[config.mk]
export PLATFORM = sky130hd
export DESIGN_NAME = alu_drv
export DESIGN_NICKNAME = d
export VERILOG_FILES = /design/src/rtl/alu_drv_pkg.sv /design/src/rtl/alu_drv_timer.sv /design/src/rtl/alu_drv.sv
export SDC_FILE = /design/constraint.sdc
export NUM_CORES = 1
export LEC_CHECK = 0
export CAP_MARGIN = 20
export CELL_PAD_IN_SITES_DETAIL_PLACEMENT = 0
export CELL_PAD_IN_SITES_GLOBAL_PLACEMENT = 1
export CORE_UTILIZATION = 25
export CTS_CLUSTER_DIAMETER = 120
export DETAILED_ROUTE_END_ITERATION = 6
export GPL_ROUTABILITY_DRIVEN = 1
export GPL_TIMING_DRIVEN = 0
export PLACE_DENSITY_LB_ADDON = 0.1
export SLEW_MARGIN = 20
export SYNTH_ARGS = -nofsm -noshare
export SYNTH_HDL_FRONTEND = slang
export SYNTH_SLANG_ARGS = --single-unit
export TNS_END_PERCENT = 100
[constraint.sdc]
create_clock -name clk -period 1.7 [get_ports clk]
set_input_delay 0.255 -clock clk [delete_from_list [all_inputs] [get_ports clk]]
set_output_delay 0.255 -clock clk [all_outputs]
set_load 0.02 [all_outputs]
[src/rtl/alu_drv_pkg.sv]
// Shared types and constants for the ALU tile front-end: FSM states,
// pin widths, the captured-response record and the settle-timer load helper.
package alu_drv_pkg;

    localparam int OP_W  = 4;
    localparam int SEL_W = 3;
    localparam int RES_W = 8;
    localparam int TMR_W = 4;

    typedef enum logic [1:0] {
        IDLE   = 2'd0,
        SETTLE = 2'd1,
        RESP   = 2'd2
    } state_e;

    typedef struct packed {
        logic [RES_W-1:0] y;
        logic             zero;
        logic             carry;
        logic [SEL_W-1:0] sel;
    } rsp_t;

    // Keeps an out-of-range settle parameter inside what the 4-bit timer can hold.
    function automatic logic [TMR_W-1:0] settle_load(input int cycles);
        logic [TMR_W-1:0] val;
        if (cycles < 1) begin
            val = 4'd1;
        end else if (cycles > 15) begin
            val = 4'd15;
        end else begin
            val = TMR_W'(cycles);
        end
        return val;
    endfunction

endpackage

[src/rtl/alu_drv_timer.sv]
// Settle timer: 4-bit loadable down-counter; expire marks the final hold cycle
// so the owner can sample on that same edge.
module alu_drv_timer
    import alu_drv_pkg::*;
(
    input  logic             clk,
    input  logic             rst,
    input  logic             load_i,
    input  logic [TMR_W-1:0] load_val_i,
    input  logic             en_i,
    output logic             expire_o
);

    logic [TMR_W-1:0] cnt_q;
    logic [TMR_W-1:0] cnt_d;

    // Next count: load wins, otherwise count down while enabled and stop at zero.
    always_comb begin
        cnt_d = cnt_q;
        if (load_i) begin
            cnt_d = load_val_i;
        end else if (en_i && (cnt_q != 4'd0)) begin
            cnt_d = cnt_q - 4'd1;
        end else begin
            cnt_d = cnt_q;
        end
    end

    // Counter register with synchronous reset.
    always_ff @(posedge clk) begin
        if (rst) begin
            cnt_q <= 4'd0;
        end else begin
            cnt_q <= cnt_d;
        end
    end

    assign expire_o = (cnt_q == 4'd1);

endmodule

[src/rtl/alu_drv.sv]
// Host-side driver for the 4-bit ALU tile: accepts one command, holds the
// operand pins for SETTLE_CYCLES edges, samples the result and returns it.
module alu_drv
    import alu_drv_pkg::*;
#(
    parameter int SETTLE_CYCLES = 2,
    parameter int CNT_W         = 16
) (
    input  logic             clk,
    input  logic             rst,
    input  logic             cmd_valid,
    output logic             cmd_ready,
    input  logic [OP_W-1:0]  cmd_a,
    input  logic [OP_W-1:0]  cmd_b,
    input  logic [SEL_W-1:0] cmd_sel,
    output logic [OP_W-1:0]  alu_a,
    output logic [OP_W-1:0]  alu_b,
    output logic [SEL_W-1:0] alu_sel,
    input  logic [RES_W-1:0] alu_y,
    input  logic             alu_zero,
    input  logic             alu_carry,
    output logic             rsp_valid,
    input  logic             rsp_ready,
    output logic [RES_W-1:0] rsp_y,
    output logic             rsp_zero,
    output logic             rsp_carry,
    output logic [SEL_W-1:0] rsp_sel,
    output logic             busy,
    output logic [CNT_W-1:0] op_count
);

    localparam logic [TMR_W-1:0] SETTLE_LD = settle_load(SETTLE_CYCLES);

    state_e           state_q;
    rsp_t             rsp_q;
    logic             rsp_valid_q;
    logic [OP_W-1:0]  alu_a_q;
    logic [OP_W-1:0]  alu_b_q;
    logic [SEL_W-1:0] alu_sel_q;
    logic [CNT_W-1:0] op_count_q;
    logic [CNT_W-1:0] op_count_d;

    logic cmd_fire_s;
    logic rsp_fire_s;
    logic tmr_en_s;
    logic tmr_expire_s;

    assign cmd_fire_s = cmd_valid && (state_q == IDLE);
    assign rsp_fire_s = rsp_valid_q && rsp_ready;
    assign tmr_en_s   = (state_q == SETTLE);
    assign op_count_d = op_count_q + {{(CNT_W-1){1'b0}}, 1'b1};

    alu_drv_timer u_timer (
        .clk        (clk),
        .rst        (rst),
        .load_i     (cmd_fire_s),
        .load_val_i (SETTLE_LD),
        .en_i       (tmr_en_s),
        .expire_o   (tmr_expire_s)
    );

    // Control FSM plus operand, response and completion-count registers.
    always_ff @(posedge clk) begin
        if (rst) begin
            state_q     <= IDLE;
            rsp_q       <= '0;
            rsp_valid_q <= 1'b0;
            alu_a_q     <= 4'd0;
            alu_b_q     <= 4'd0;
            alu_sel_q   <= 3'd0;
            op_count_q  <= '0;
        end else begin
            case (state_q)
                IDLE: begin
                    if (cmd_fire_s) begin
                        alu_a_q   <= cmd_a;
                        alu_b_q   <= cmd_b;
                        alu_sel_q <= cmd_sel;
                        rsp_q.sel <= cmd_sel;
                        state_q   <= SETTLE;
                    end else begin
                        state_q   <= IDLE;
                    end
                end
                SETTLE: begin
                    // Sampling edge: ALU pins have been stable for SETTLE_CYCLES edges.
                    if (tmr_expire_s) begin
                        rsp_q.y     <= alu_y;
                        rsp_q.zero  <= alu_zero;
                        rsp_q.carry <= alu_carry;
                        rsp_valid_q <= 1'b1;
                        state_q     <= RESP;
                    end else begin
                        state_q     <= SETTLE;
                    end
                end
                RESP: begin
                    if (rsp_fire_s) begin
                        rsp_valid_q <= 1'b0;
                        op_count_q  <= op_count_d;
                        state_q     <= IDLE;
                    end else begin
                        state_q     <= RESP;
                    end
                end
                default: begin
                    rsp_valid_q <= 1'b0;
                    state_q     <= IDLE;
                end
            endcase
        end
    end

    assign cmd_ready = (state_q == IDLE);
    assign busy      = (state_q != IDLE);
    assign alu_a     = alu_a_q;
    assign alu_b     = alu_b_q;
    assign alu_sel   = alu_sel_q;
    assign rsp_valid = rsp_valid_q;
    assign rsp_y     = rsp_q.y;
    assign rsp_zero  = rsp_q.zero;
    assign rsp_carry = rsp_q.carry;
    assign rsp_sel   = rsp_q.sel;
    assign op_count  = op_count_q;

endmodule

# Yosys cells after proc, flatten, opt, wreduce, memory -nomap -nowiden
# Cells that the tools add are included.
# W data, S select, Z words.
# totals
reg_bits,44
# classes
add_sub_neg,2
eq_ne,5
reduce_logical,12
n_bitwise,1
n_mux,9
# ops
operator,count
$add A16 B1 Y16 const B,1
$mux W2,4
$pmux W2 S3,1
$reduce_and A2 Y1,3
$eq A4 B1 Y1 const B,1
$ne A2 B2 Y1 const B,2
$reduce_bool A2 Y1,2
$reduce_bool A4 Y1,1
$sub A4 B1 Y4 const B,1
$logic_and A1 B1 Y1,3
$mux W1,3
$pmux W1 S3,1
$reduce_and A3 Y1,1
$eq A2 B1 Y1 const B,1
$eq A2 B2 Y1 const B,1
$logic_not A2 Y1,1
$reduce_or A2 Y1,1
$not A1 Y1,1

# Logic depth before layout (Yosys ltp)
# Gate-level depths: netlist (run 1).
# depth
depth_word,4
depth_mapped,7
ltp_nobuf,6

# By module
# From an unflattened synthesis (run 1), not the netlist that was laid out.
# unflattened
hier_cells,229
hier_area_um2,1894.3
# modules_own_cells
module,seq_area_each_um2,area_per_inst_um2,cells_per_inst,instances
alu_drv,800.8,1607.8,196,1
alu_drv_timer,80.1,286.5,33,1

# Worst setup path before layout (run 1)
# OpenSTA, ideal clock, no wires.
# synth_timing
kind,register to register
start,reg op_count_q[0] (netlist: op_count[0])
end,reg op_count_q[14] (netlist: op_count[14])
t_required_ps,1630
setup_slack_ps,-154
setup_time_ps,70
path_stages_with_launch,6
t_arrival_ps,1783
path_cell_list,dfxtp_1 > ha_1 > nand3_1 > or3_4 > or4_1 > a21oi_1
# synth_via
elab_chain_len,1
# synth_rtl
element,line_no,text
start: declaration,alu_drv.sv:40,logic [CNT_W-1:0] op_count_q;
start signal: assignment,alu_drv.sv:100,op_count_q <= op_count_d;
$add A16 B1 Y16,alu_drv.sv:51,"assign op_count_d = op_count_q + {{(CNT_W-1){1'b0}}, 1'b1};"
# No other way between the ends.
# A chain may end at the register's enable or synchronous reset.

# Worst setup path after layout (run 1)
# Same ends and word-level chain as after synthesis.

==> flow_metrics.env, run 1 <==
export IMPL_num_rows=30
export IMPL_floorplan_initialDensity_pct=26.5
export IMPL_cp_arrival_ns=1.94
export IMPL_netSwitchingFraction_pct=24.8
export IMPL_final_max_slew_viol_count=0
export IMPL_synth_cell_types=33
export IMPL_pin_count=68
export IMPL_antenna_found_initial=0
export IMPL_fin_nets=326
export IMPL_ys_ff_latch=44
export IMPL_placed_area_um2=2660
export IMPL_critPathSlowestCell="or4_4"
export IMPL_gp_congestion=0.717
export IMPL_drive_gt1_share_pct=12.8
export IMPL_synthArstFlopShare_pct=0
export IMPL_final_cells=393
export IMPL_max_stage_delay_ns=0.49
export IMPL_relSlewSlack_pct=62.7
export IMPL_first_pass_iters=4
export IMPL_synth_ff_type="dfxtp_1"
export IMPL_tritoncts="done"
export IMPL_clockRootBuffer="clkbuf_8"
export IMPL_dpl_cell_count=383
export IMPL_power_density_nw_per_um2=736
export IMPL_htreeDepth=2
export IMPL_wl_mm=4.86
export IMPL_yosysWarnings=0
export IMPL_sequentialPowerShare_pct=52.1
export IMPL_fp_dieH_um=88.0
export IMPL_p_int_mw=1.56
export IMPL_violations="setup timing"
export IMPL_syn_nets=250
export IMPL_startpoint_type="register"
export IMPL_syn_avg_cell_area_um2=8.37
export IMPL_die_area_um2=7740
export IMPL_cts_sinks=44
export IMPL_grt_util_all_layers_pct=12.8
export IMPL_final_area_um2=2820
export IMPL_p_comb_share_pct=13.7
export IMPL_die_x_um=88.0
export IMPL_grt_pass1_vias=1559
export IMPL_synth_area_um2=1850
export IMPL_status="complete, but fails checks"
export IMPL_io_buffers=66
export IMPL_area_growth_pct=52.3
export IMPL_cts_buffers=5
export IMPL_clk_pin_slew_worst_paths_ns=0.08
export IMPL_synth_edf_count=0
export IMPL_fmax_mhz=585
export IMPL_path_cells="ha_4, nand3_4, or3_4, or4_4, a21oi_2"
export IMPL_fin_worst_skew_ns=0.00433
export IMPL_vdd_drop_max_v=0.000214
export IMPL_pwr_share_clk_pct=34.3
export IMPL_worstSkewPairLatency_ns=0.29
export IMPL_hold_viol_final=0
export IMPL_power_switching_uw=514
export IMPL_hold_path_class="in2reg"
export IMPL_crit_fanout=5
export IMPL_drc_errors=0
export IMPL_grt_setup_unrepaired="yes"
export IMPL_drt_iter0_drc=39
export IMPL_detail_route_antenna_nets=0
export IMPL_grt_overflow_total=0
export IMPL_wl_per_cell_um=12.4
export IMPL_antennaDiodeCount=0
export IMPL_fin_util_pct=40.3
export IMPL_hpwl_mm=3.44
export IMPL_end_kind="register"
export IMPL_finalCritPeriodShare_pct=101
export IMPL_synth_cells=221
export IMPL_core_um2=6980
export IMPL_critical_path_class="reg2reg"
export IMPL_worst_pin_slew_ns=0.560
export IMPL_hold_ws_ns=0.403
export IMPL_viasPerCell=4.48
export IMPL_synth_seq_area_share_pct=47.6
export IMPL_grt_pass1_wl_mm=7.49
export IMPL_drv_cap=0
export IMPL_post_route_min_period_ns=1.71
export IMPL_clock_path_buffers=2
export IMPL_hold_buffers=0
export IMPL_setup_ws_ns=-0.00860
export IMPL_leakagePower_nw=0.978
export IMPL_grt_start_max_net_pins=13
export IMPL_vias=1759
export IMPL_finalSetupViolCount=1
export IMPL_cp_required_ns=1.93
layer usage:
layer / wire, um / GRT usage (%) / up-vias
li1: - / - / 901
met2: 2210 / 20.0 / 41
met3: 266 / 3.86 / 5
met4: 57 / 4.47 / 0
met1: 2320 / 16.6 / 812
met5: 0 / 0 / -
synthesized netlist by cell type, types with 2 or more instances:
cell type  number  share of area [%]
ha_1            4                2.7
xnor2_1         8                3.8
buf_4           3                1.2
xor2_1          3                1.4
nor2_1         14                2.8
and3_1          3                1.0
nor2b_1         3                1.0
nor3_1          5                1.4
nand2_1        40                8.1
o21ai_0         5                1.4
clkbuf_1       10                2.0
dfxtp_1        44                 48
nor4_1          4                1.4
nand4_1         2               0.68
a21oi_1        29                7.8
inv_1           5                1.0
nand3_1        20                5.4
or3_1           3                1.0
mux2_2          2                1.2
layout make-up:
| cell class | instances | area, um^2 |
|---|---|---|
| inverter | 5 | 18.8 |
| sequential | 44 | 897 |
| fill | 751 | 4170 |
| tap | 96 | 120 |
| buffer | 13 | 62.6 |
| multi-input combinational | 158 | 935 |
| clock buffer | 7 | 96.3 |
| timing repair buffer | 70 | 687 |
logic make-up (layout without fill, tap and decap cells):
kind of cell               after synthesis  after routing  share of synthesized area, %
buffers and inverters                   19             95                          4.47
xor gates and xnor gates                11             11                          5.21
DFF                                     44             44                          47.6
muxes                                    3              3                          1.76
adders and majority gates                4              4                          2.71
AOI/OAI and AO/OA                       37             37                          10.6
and+or+nand+nor                        103            103                          27.7
worst max-delay path, delay by kind of cell (launching register included):
kind | cells | cell delay (ns)
compound gates | 1 | 0.12
fa+ha+maj | 1 | 0.15
flops | 1 | 0.37
simple gates | 3 | 1.00
power groups by stage:
stage	registers, mW	clock network, mW	logic [mW]
after floorplan	1.12	0	0.123
after global placement	1.10	0	0.290
after detailed placement	1.10	0	0.290
after CTS	1.08	0.742	0.288
after global routing	1.08	0.796	0.311
final	1.08	0.711	0.283
sequential cells by signal, indices dropped and copies added (netlist names):
name	count
alu_a	4
alu_b	4
rsp_valid	1
rsp_y	8
state_q	2
op_count	16
rsp_carry	1
rsp_zero	1
alu_sel	3
u_timer.cnt_q	4
repair_timing:
action                                  CTS  global route
setup buffers                             3             1
gates resized for setup                   8            10
endpoints found under the setup margin   12            22
pin swaps                                 1             2
cells in the final DEF (no fill, tap or decap), types with 3 or more instances in the layout:
| master | instances |
|---|---|
| xnor2_1 | 8 |
| and3_1 | 3 |
| dlygate4sd2_1 | 3 |
| clkdlybuf4s50_1 | 63 |
| nor4_1 | 3 |
| dfxtp_1 | 35 |
| buf_4 | 7 |
| xor2_1 | 3 |
| clkbuf_1 | 7 |
| nor2b_1 | 3 |
| ha_1 | 3 |
| inv_1 | 5 |
| o21ai_0 | 4 |
| clkbuf_8 | 7 |
| or3_1 | 3 |
| a21oi_1 | 28 |
| nand2_1 | 39 |
| nand3_1 | 19 |
| dfxtp_2 | 7 |
| nor3_1 | 5 |
| nor2_1 | 13 |
worst paths after layout:
path	endpoint	from	slack, ns	depth (start not counted)
max	op_count[14]	op_count[0]	-0.009	5
max reg2reg	op_count[14]	op_count[0]	-0.009	5
min	u_timer.cnt_q[0]	rst	0.40	2
min reg2reg	rsp_y[7]	rsp_y[7]	0.46	2
through the flow:
| stage | worst slack [ns] | setup TNS, ns | power (mW) |
|---|---|---|---|
| 2_1_floorplan | 0.00783 | 0 | 1.25 |
| 3_3_place_gp | -0.522 | -4.11 | 1.39 |
| 3_5_place_dp | -0.515 | -4.48 | 1.39 |
| 4_1_cts | 0.00409 | 0 | 2.11 |
| 5_1_grt | -0.0678 | -0.0714 | 2.19 |
| 6_report | -0.00860 | -0.00860 | 2.07 |
(Power assumes the default switching activity.)
==> inputs of run 2 (changes only) <==
--- a/config.mk
+++ b/config.mk
@@ -14,7 +14,6 @@
 export GPL_ROUTABILITY_DRIVEN = 1
 export GPL_TIMING_DRIVEN = 0
 export PLACE_DENSITY_LB_ADDON = 0.1
-export SLEW_MARGIN = 20
 export SYNTH_ARGS = -nofsm -noshare
 export SYNTH_HDL_FRONTEND = slang
 export SYNTH_SLANG_ARGS = --single-unit
==> results of run 2 <==
The final DEF is identical to that of run 1; final timing and power are the same.
==> RTL edit 1, RTL diff (flow settings as in run 2) <==
Register the output `op_count` once more; this adds one clock of latency there. The other outputs are not delayed to match.
--- a/src/rtl/alu_drv.sv
+++ b/src/rtl/alu_drv.sv
@@ -121,7 +121,9 @@
     assign rsp_zero  = rsp_q.zero;
     assign rsp_carry = rsp_q.carry;
     assign rsp_sel   = rsp_q.sel;
-    assign op_count  = op_count_q;
+    always_ff @(posedge clk) begin
+        op_count <= op_count_q;
+    end
 
 endmodule
 
Check against the original RTL: not equivalent (a bounded check fails within 10 cycles, from zero or initial values and one cycle with rst high).
==> RTL edit 1 against run 2 <==
Worst setup slack improved by 98 ps; sequential cell count rose by 16; fmax rose by 6.1%; clock power rose by 110%; critical path depth fell by 3; wire length rose by 8.9%; cell area rose by 15%; first-iteration DRC count rose by 120%; area after synthesis rose by 19%; power rose by 56%; sequential power rose by 35%; global-route usage barely moved; critical path type is now reg2out; largest cell class is now flip-flops and latches.
==> RTL edit 1: results (changes against run 2) <==
INFO  metric worst_hold_path_type = reg2reg
INFO  metric synth.area.top_cells = dfxtp_1, nand2_1, a21oi_1
INFO  metric postCtsSetupBuffers = 0 (-3)
INFO  metric worst_slew_margin_rel = 0.626 (about the same)
INFO  metric power.static_leakage = 0.00123 uW (+25%)
INFO  metric outcome = complete, no violations
INFO  metric drive_gt1_frac = 0.0870 (-0.0410)
INFO  metric postSynthNetCount = 270 (+8.0%)
INFO  metric num-fill-cells = 859 (+14%)
INFO  metric largest_net_degree_at_the_start_of_global_routing = 11 (-2)
INFO  metric final_net_count = 346 (+6.1%)
INFO  metric dp_hpwl = 3.60 mm (+4.6%)
INFO  metric timing.critical_path.slowest_stage_cell = clkdlybuf4s50_1
INFO  metric timing.critical_path.max_delay_family = buffers and inverters
INFO  metric htreeDepth = 3 (+1)
INFO  metric synth_seq_area_share = 0.548 (+0.0716)
INFO  metric worstSkewPairLatency = 330 ps (+40 ps)
INFO  metric register_to_register_path_setup_slack = 180 ps (+190 ps)
INFO  metric number_of_global_route_vias_before_repair = 1724 (+11%)
INFO  metric finalClockSkew = 8.15 ps (+3.82 ps)
INFO  metric avg_vias_per_cell = 4.41 (-1.6%)
INFO  metric tritoncts.num_buffers = 9 (+4)
INFO  metric crit_path_max_incr_delay = 580 ps (+90 ps)
INFO  metric routedWlPerCell = 12.4 um (+0.27%)
INFO  metric synth_cell_types = 32 (-3.0%)
-- RTL edit 1: worst reg2reg max path, delay by kind of cell (launching register included) --
kind            cells  cell delay [ps]
compound gates      2              190
simple gates        2              620
fa+ha+maj           1              130
buf+inv             1              100
flops               1              360
-- RTL edit 1: final timing paths --
path	start	end	cells after the start
max	alu_sel[2]	rsp_sel[2]	2
min	op_count_q[15]	op_count[15]	0
max reg2reg	u_timer.cnt_q[0]	u_timer.cnt_q[1]	6
min reg2reg	op_count_q[15]	op_count[15]	0
-- RTL edit 1: timing repair --
item,CTS,global route
endpoints found under the hold margin,0,0
gates resized for setup,5,6
endpoints found under the setup margin,2,15
-- RTL edit 1: cell type report --
type	instances	share of cell area
Sequential cell	60	0.372
Inverter	4	0.00465
Buffer	14	0.0240
Timing Repair Buffer	66	0.206
Tap cell	105	0.0407
Clock buffer	12	0.0511
Multi-Input combinational cell	162	0.280
Clock inverter	4	0.0217
-- RTL edit 1: metrics by stage --
step,setup slack (ps),util,setup TNS (ps),hold WS [ps],cells
after global placement,-136,0.358,-452,349,412
after floorplan,238,-,0,339,241
after global routing,13.5,0.387,0,370,427
after CTS,7.15,0.386,0,364,428
final,89.7,0.387,0,362,427
after detailed placement,-133,0.358,-429,354,412
-- RTL edit 1: kinds of logic after synthesis --
| family | count (synthesis) | synth area share |
|---|---|---|
| AND/OR/NAND/NOR | 105 | 0.243 |
| flip-flops | 60 | 0.548 |
| AO/OA/AOI/OAI | 42 | 0.0987 |
| buffers and inverters | 19 | 0.0434 |
| XOR/XNOR | 11 | 0.0439 |
| adder cells (fa/ha/maj) | 4 | 0.0228 |
-- RTL edit 1: layer usage --
metal | share of wire | global-route usage | wire [um]
met5 | 0 | 0 | 0
met3 | 0.076 | 0.0670 | 400
met4 | 0.0081 | 0.0423 | 43
met1 | 0.48 | 0.160 | 2540
met2 | 0.44 | 0.187 | 2320
-- RTL edit 1: where the power goes --
| group | internal, uW | switching [uW] | total, uW | leakage [uW] |
|---|---|---|---|---|
| combinational | 138 | 143 | 282 | 0.000616 |
| sequential | 1440 | 23.7 | 1460 | 0.000486 |
| clock | 941 | 559 | 1500 | 0.000122 |
| total | 2510 | 727 | 3240 | 0.00123 |
==> RTL edit 2, RTL diff (flow settings as in run 2) <==
Without the edit above. The package constant `TMR_W` goes from 4 to 5.
--- a/src/rtl/alu_drv_pkg.sv
+++ b/src/rtl/alu_drv_pkg.sv
@@ -5,7 +5,7 @@
     localparam int OP_W  = 4;
     localparam int SEL_W = 3;
     localparam int RES_W = 8;
-    localparam int TMR_W = 4;
+    localparam int TMR_W = 5;
 
     typedef enum logic [1:0] {
         IDLE   = 2'd0,
Function: no difference found for any inputs over 10 cycles, from zero or initial values and one cycle with rst high; that may be too few to reach the edited logic, so the function may still have changed.
==> RTL edit 2 against run 2 <==
Sequential cell count increased by 1; core utilization decreased by 2.1 points; worst hold slack got worse by 22 ps; wire length decreased by 6.0%; sequential share of layout area increased by 1.0 points; critical endpoint is now rsp_sel[2]; largest cell class is now flip-flops and latches; clock skew increased by 2.5 ps; critical path depth decreased by 3; cell area decreased by 1.5%; critical path type is now reg2out; area after synthesis increased by 1.2%; power decreased by 2.8%; worst setup slack improved by 73 ps.
==> RTL edit 2: results (changes against run 2) <==
INFO  metric postCtsSetupBuffers = 0 (-3)
INFO  metric finalClockSkew = 6.87 ps (+2.54 ps)
INFO  metric number_of_global_route_vias_before_repair = 1556 (-0.19%)
INFO  metric outcome = complete, no violations
INFO  metric timing_worst_slew_pin_value = 556 ps (-3.13 ps)
INFO  metric postSynthNetCount = 242 (-3.2%)
INFO  metric synth-compound-area-share = 0.0963 (-0.00929)
INFO  metric synthMuxAreaShare = 0.0535 (+0.0359)
INFO  metric synth_adder_area_share = 0.0201 (-0.00701)
INFO  metric timing.critical_path.arrival = 1380 ps (-560 ps)
INFO  metric largest_net_degree_at_the_start_of_global_routing = 14 (+1)
INFO  metric gp_routability_congestion = 0.713 (-0.56%)
INFO  metric place_inst = 379 (-1.0%)
INFO  metric num-fill-cells = 767 (+2.1%)
INFO  metric max-vdd-ir-drop = 0.316 mV (+48%)
INFO  metric pre_cts_setup_slack = -359 ps (+156 ps)
INFO  metric avg_vias_per_cell = 4.36 (-2.5%)
INFO  metric post_layout_nonfiller_instances = 386 (-1.8%)
INFO  metric synthArstFlopShare = 0 (unchanged)
INFO  metric worst_hold_path_type = in2reg
INFO  metric register_to_register_path_setup_slack = 80 ps (+90 ps)
INFO  metric grt.total_usage = 0.125 (-0.00269)
INFO  metric dp_hpwl = 3.22 mm (-6.3%)
INFO  metric ys_top_cells_by_count = dfxtp_1, nand2_1, a21oi_1
INFO  metric synth.avg_cell_area = 8.75 sq um (+4.5%)
INFO  metric routedWlPerCell = 11.8 um (-4.3%)
INFO  metric synth_seq_area_share = 0.481 (+0.00496)
INFO  metric power.static_leakage = 0.00108 uW (+10%)
INFO  metric timing.critical_path.fanout_max = 3 (-2)
INFO  metric grt_antenna_before_repair = 0 (unchanged)
INFO  metric min_period = 1640 ps (-72.7 ps)
INFO  metric hold_slack = 381 ps (-21.7 ps)
INFO  metric grt_first_pass_wirelength = 7.45 mm (-0.55%)
INFO  metric yosys.area_share.xor_xnor = 0.0515 (-0.000627)
INFO  metric synth.area.top_cells = dfxtp_1, nand2_1, a21oi_1
INFO  metric drive_gt1_frac = 0.111 (-0.0164)
INFO  metric post_dp_cell_area = 0.00266 sq mm (-0.14%)
INFO  metric first_iter_violations = 56 (+44%)
INFO  metric final_net_count = 314 (-3.7%)
INFO  metric yosys_warnings = 0 (unchanged)
RTL edit 2: critical path, stage by stage, from the launching register on:
cell             delay (ps)
dfxtp_1                 380
buf_4                   120
clkdlybuf4s50_1         580
RTL edit 2: metal layers:
metal	vias up	wire length (um)	GRT usage	share of wire
met2	52	1950	0.194	0.43
li1	866	-	-	-
met1	760	2220	0.161	0.49
met5	-	0	0	0
met3	6	338	0.0448	0.074
met4	0	67	0.0440	0.015
RTL edit 2: layout make-up:
| type | instances | share of cell area |
|---|---|---|
| Clock inverter | 2 | 0.00361 |
| Inverter | 4 | 0.00541 |
| Sequential cell | 45 | 0.329 |
| Buffer | 13 | 0.0266 |
| Clock buffer | 6 | 0.0261 |
| Timing Repair Buffer | 66 | 0.239 |
| Tap cell | 99 | 0.0446 |
| Multi-Input combinational cell | 151 | 0.326 |
RTL edit 2: kinds of logic after synthesis:
group,Yosys count
AOI/OAI and AO/OA,33
xor gates and xnor gates,11
adders and majority gates,3
buffers and inverters,18
DFF,45
muxes,10
and+or+nand+nor,94
RTL edit 2: report_power, final:
part,total (uW),internal (uW),switching [uW]
clock network,647,286,362
registers,1100,1080,20.2
logic,268,137,131
RTL edit 2: path summary, 6_finish.rpt:
kind,from,end,depth (start not counted)
min,rst,u_timer.cnt_q[1],2
min reg2reg,u_timer.cnt_q[4],u_timer.cnt_q[4],2
max,alu_sel[2],rsp_sel[2],2
max reg2reg,state_q[0],op_count[15],5
RTL edit 2: stage by stage:
step           power [uW]  utilization
2_1_floorplan        1260            -
3_3_place_gp         1400        0.366
3_5_place_dp         1400        0.366
4_1_cts              2060        0.380
5_1_grt              2130        0.383
6_report             2010        0.383
RTL edit 2: timing repair:
action                                 CTS  global route
gates resized for setup                 11             9
endpoints found under the hold margin    0             0
setup endpoints to repair               13            13
pin swaps                                0             1
